--- config.mk ---
export PLATFORM = sky130hd
export DESIGN_NAME = video_arith_arb
export DESIGN_NICKNAME = d
export VERILOG_FILES = /design/src/rtl/video_arith_arb.sv
export SDC_FILE = /design/constraint.sdc
export NUM_CORES = 1
export LEC_CHECK = 0
export CAP_MARGIN = 20
export CORE_AREA = 2 2 160 99
export DETAILED_ROUTE_END_ITERATION = 6
export DIE_AREA = 0 0 162 101
export PLACE_DENSITY = 0.85
export SLEW_MARGIN = 20
export SYNTH_ARGS = -nofsm -noshare
export SYNTH_HDL_FRONTEND = slang
export SYNTH_SLANG_ARGS = --single-unit
--- constraint.sdc ---
create_clock -name CLK_VIDEO -period 3.39 [get_ports CLK_VIDEO]
set_clock_uncertainty 0.1 [all_clocks]
set_input_delay 0.678 -clock CLK_VIDEO [delete_from_list [all_inputs] [get_ports CLK_VIDEO]]
set_output_delay 0.678 -clock CLK_VIDEO [all_outputs]
set_load 0.02 [all_outputs]
--- src/rtl/video_arith_arb.sv ---
// rtl/video_arith_arb.sv - shared 12x12 shift/add multiplier and 24/12 restoring divider
// behind a round-robin arbiter for up to four requesters.
module video_arith_arb #(
  parameter int NREQ = 2
) (
  input  logic                 CLK_VIDEO,
  input  logic                 reset,
  input  logic [NREQ-1:0]      req,
  input  logic [NREQ-1:0]      op,
  input  logic [24*NREQ-1:0]   arg_a,
  input  logic [12*NREQ-1:0]   arg_b,
  output logic [NREQ-1:0]      gnt,
  output logic                 busy,
  output logic [NREQ-1:0]      done,
  output logic [23:0]          res
);

  typedef enum logic [1:0] {IDLE, MUL, DIV, FIN} state_t;

  state_t            state, state_n;
  logic [3:0]        req4, op4;
  logic [23:0]       a4 [4];
  logic [11:0]       b4 [4];
  logic [1:0]        ptr, pick, cand;
  logic [NREQ-1:0]   win;
  logic [4:0]        cnt;
  logic [23:0]       ra, acc, acc_n, q_n;
  logic [11:0]       rb;
  logic [12:0]       rem, rem_n;
  logic [13:0]       trial;
  logic              ge;

  // Lanes beyond NREQ read as idle so the arbiter can always work on 4 slots.
  for (genvar i = 0; i < 4; i++) begin : g_lane
    if (i < NREQ) begin : g_on
      assign req4[i] = req[i];
      assign op4[i]  = op[i];
      assign a4[i]   = arg_a[24*i +: 24];
      assign b4[i]   = arg_b[12*i +: 12];
    end else begin : g_off
      assign req4[i] = 1'b0;
      assign op4[i]  = 1'b0;
      assign a4[i]   = '0;
      assign b4[i]   = '0;
    end
  end

  // Walk from farthest to nearest so the first set bit after ptr wins.
  always_comb begin
    pick = ptr;
    cand = '0;
    for (int k = NREQ; k >= 1; k--) begin
      cand = 2'((int'(ptr) + k) % NREQ);
      if (req4[cand]) pick = cand;
    end
  end

  always_comb begin
    acc_n = rb[0] ? acc + ra : acc;
    trial = {rem, ra[23]};
    ge    = trial >= {2'b00, rb};
    rem_n = ge ? 13'(trial - {2'b00, rb}) : 13'(trial);
    q_n   = {ra[22:0], ge};
  end

  always_ff @(posedge CLK_VIDEO or posedge reset) begin
    if (reset) state <= IDLE;
    else       state <= state_n;
  end

  always_comb begin
    state_n = state;
    gnt     = '0;
    done    = '0;
    busy    = 1'b1;
    case (state)
      IDLE: begin
        busy = 1'b0;
        if (|req4) state_n = op4[pick] ? DIV : MUL;
      end
      MUL: begin
        gnt = win;
        if (cnt == 5'd11) state_n = FIN;
      end
      DIV: begin
        gnt = win;
        if (cnt == 5'd23) state_n = FIN;
      end
      FIN: begin
        gnt     = win;
        done    = win;
        state_n = IDLE;
      end
      default: state_n = IDLE;
    endcase
  end

  // res is loaded on the last iteration edge so it is valid during the done cycle.
  always_ff @(posedge CLK_VIDEO or posedge reset) begin
    if (reset) begin
      res <= '0;
      cnt <= '0;
      ptr <= 2'(NREQ - 1);
      win <= '0;
      ra  <= '0;
      rb  <= '0;
      acc <= '0;
      rem <= '0;
    end else begin
      case (state)
        IDLE: begin
          if (|req4) begin
            win <= NREQ'(4'b0001 << pick);
            ptr <= pick;
            cnt <= '0;
            ra  <= op4[pick] ? a4[pick] : {12'd0, a4[pick][11:0]};
            rb  <= b4[pick];
            acc <= '0;
            rem <= '0;
          end
        end
        MUL: begin
          acc <= acc_n;
          ra  <= {ra[22:0], 1'b0};
          rb  <= {1'b0, rb[11:1]};
          cnt <= cnt + 5'd1;
          if (cnt == 5'd11) res <= acc_n;
        end
        DIV: begin
          ra  <= q_n;
          rem <= rem_n;
          cnt <= cnt + 5'd1;
          if (cnt == 5'd23) res <= (rb == 12'd0) ? 24'hFFFFFF : q_n;
        end
        default: ;
      endcase
    end
  end

endmodule

==> results.md <==
- Dpl cell area: ~8600 sq um
- Port Buffers: 106
- DRT Wirelength: ~21 mm
- Clock share of power: 12.9%
- Initial Util: 48.8%
- Worst EP arrival: 3.10 ns
- Longest Clk Path Bufs: 2
- Post-Syn Nets: roughly 970
- # clock sinks: 108
- Pwr dens: 1010 nW/um^2
- Crit path max-delay family: simple AND/OR/NAND/NOR gates
- Buf+Inv Stages, Crit Path: 2
- IO Pins: 107
- ANT cells: 0
- Slack of the critical path: approximately 0.44 ns
- CTS tree: built
- Final Hold Vio Count: 0
- Worst endpoint required time: ~3.5 ns
- Final Instance Area: 8920 sq um
- Global route total overflow: 0
- Slowest CP cell: nor3_2
- Post-synth cell types: 65
- Internal: 4.64 mW
- Combinational power share: ~61%
- Clock-pin slew on the worst setup and hold paths: around 0.07 ns
- Dpl ws: 0.336 ns
- Core Region: 15000 sq um
- Per-cell routed wire length: 18.5 um
- Post-DRT Antenna Nets: 0
- Via density: 6.14
- Slew @ Worst Pin: around 0.88 ns
- Max_cap viols: 0
- Critical Path Source Type: register
- Outcome: complete, no violations
- Switching pwr: roughly 4.4 mW
- Synthesized flop and latch total: around 110
- Total Nets Final: ~1100
- Register area share after synthesis: a little under two fifths
- Cells after synthesis: approximately 850
- Asr flop ratio synth: 100%
- Die height: slightly above 100 um
- Number of flops mapped to enable cells by yosys: 0
- CTS root buf: clkbuf_16
- Post-CTS sizing: 0
- Drt drc: 0
- P_leak: 3.88 nW
- Crit. End Element: register
- Critical path class: reg2reg
- Initial drt markers: 681
- CTS buffer count: 9
- Worst path max stage delay: 0.72 ns
- Ys Warns: 0
- Tot GR Track Use: 26.2%
- Mapped Area: roughly 7300 sq um
- Via count: 6995
- Slew headroom: between 40% and 50%
- RSZ-0062 raised after global routing: false
- Skew-Pair Late Insertion Delay: 0.36 ns
- Initial antenna violation count: 0
- CTS Hold Bufs: 0
- Routability Congestion: 0.976
- First-pass GRT wire length: 33.8 mm
- Worst Path Max Fanout: 13
- Overall power: roughly 9 mW
- Setup TNS: 0 ns
- Post-route minimum period: 2.95 ns
- CTS H-tree depth: 3
- Final period util: 87.0%
- HP Class: reg2reg
- Fin Hold WS: 0.381 ns
- Slew Viols, Final: 0
- Width of the die: between 150 and 200 um
- Layout cells sized above 1: 7.16%
- Maximum vdd drop: around 460 uV
- Row count: 35
- Die footprint: 16400 sq um
- Critical path cell sequence: inv_1 > ha_1 > a21oi_1 > nor2b_1 > o21ai_1 > a41oi_2 > nor3_2 > buf_4 > nand3_1 > o311ai_1
- Peak Freq: ~340 MHz
- Vias in the first global route: 6505
- Syn Area/Cell: 8.62 sq um
- Area Growth Syn to Fin: 22.0%
- Ys flop type: dfrtp_1
- Sequential share of power: 26.1%
- Final setup fails: 0
- Largest net degree at the start of global routing: 63
- Net Sw Frac: 48.7%
- 1st-pass router iterations: 5
- Setup Fix Bufs, Post-CTS: 0
- Hpwl dp: 16.0 mm
[tightest hold or removal path, stage by stage, from the launching register on]
cell and delay [ns]:
dfrtp_1 0.34, nand2_1 0.04, o21ai_0 0.06
[power groups by stage]
| stage | clock network (mW) | registers [mW] | logic, mW |
|---|---|---|---|
| final | 1.17 | 2.36 | 5.52 |
| after global routing | 1.23 | 2.42 | 6.06 |
| after CTS | 1.18 | 2.33 | 5.45 |
| after detailed placement | 0 | 2.35 | 5.42 |
| after global placement | 0 | 2.33 | 5.27 |
| after floorplan | 0 | 2.26 | 3.88 |
[logic make-up (layout without fill, tap and decap cells)]
kind of cell | Yosys count | in the layout | share of synthesized area (%)
AOI/OAI and AO/OA | 310 | 310 | 28.3
and+or+nand+nor | 257 | 257 | 16.2
DFF | 108 | 108 | 37.0
buffers and inverters | 81 | 169 | 4.62
adders and majority gates | 43 | 43 | 7.57
xor gates and xnor gates | 31 | 31 | 3.72
muxes | 18 | 18 | 2.59
[state kept, by name (all words and copies together) (netlist names)]
signal	flops
acc	24
cnt	5
ptr	2
ra	24
rb	12
rem	13
res	24
state	2
win	2
[per-layer routing]
layer | part of all wire [%] | vias to the layer above | global-route usage, % | wire length (um)
li1 | - | 3287 | - | -
met1 | 47 | 3334 | 39.5 | 9810
met2 | 41 | 351 | 38.3 | 8620
met3 | 11 | 23 | 6.54 | 2360
met4 | 1.1 | 0 | 5.17 | 226
met5 | 0 | - | 0 | 0
[placed cells by master (no fill, tap or decap), drive strengths merged, types with 14 or more instances in the layout]
master         count
a221oi            14
nand2             94
o22ai             15
a22oi             25
nor2              78
a22o              21
clkdlybuf4s50    106
buf               20
a21oi             77
o21ai             81
inv               27
dfrtp            107
xor2              15
xnor2             16
ha                41
[through the flow]
stage               utilization [%]  std cells
floorplan                         -        848
global placement               57.4       1124
detailed placement             57.4       1124
CTS                            59.5       1139
global route                   59.5       1139
finish                         59.5       1139
[synthesized netlist by cell type, types with 6 or more instances]
master | instances | area (sq um)
clkbuf_1 | 31 | 116
a31oi_1 | 6 | 37.5
nand2_1 | 93 | 349
xnor2_1 | 16 | 140
o31ai_1 | 6 | 45.0
a21o_1 | 11 | 82.6
nor2_1 | 78 | 293
o22ai_1 | 15 | 93.8
dfrtp_1 | 107 | 2680
a221oi_1 | 14 | 123
o21ai_0 | 73 | 365
inv_1 | 28 | 105
ha_1 | 41 | 513
mux2i_1 | 11 | 110
o311ai_1 | 6 | 52.6
nand4_1 | 7 | 43.8
o21ai_1 | 7 | 35.0
nor4_1 | 8 | 50.1
mux2_2 | 7 | 78.8
and2_1 | 6 | 37.5
a21oi_1 | 73 | 365
a22o_1 | 21 | 184
a32o_1 | 8 | 80.1
or3_1 | 6 | 37.5
a22oi_1 | 25 | 188
nand3_1 | 13 | 65.1
nor3_1 | 11 | 55.1
nor2b_1 | 9 | 56.3
xor2_1 | 15 | 131
buf_2 | 15 | 75.1
o21bai_1 | 6 | 45.0
[worst paths after layout]
check                      cells past startpoint  endpoint   start  slack (ns)
max in group asynchronous                      3    res[6]   reset        2.19
min in group asynchronous                      3    ra[19]   reset        0.67
hold / removal                                 2    res[7]  res[7]        0.38
hold reg to reg                                2    res[7]  res[7]        0.38
setup reg to reg                              10    rem[3]   rb[5]        0.44
setup / recovery                              10    rem[3]   rb[5]        0.44
[cell type report]
cell class	count	area [sq um]
timing repair buffer	126	1250
clock inverter	4	72.6
tap	203	254
clock buffer	11	253
sequential	108	2700
multi-input combinational	659	4280
fill	1328	6060
inverter	28	109
No activity file was read; power rests on OpenSTA's default activity.
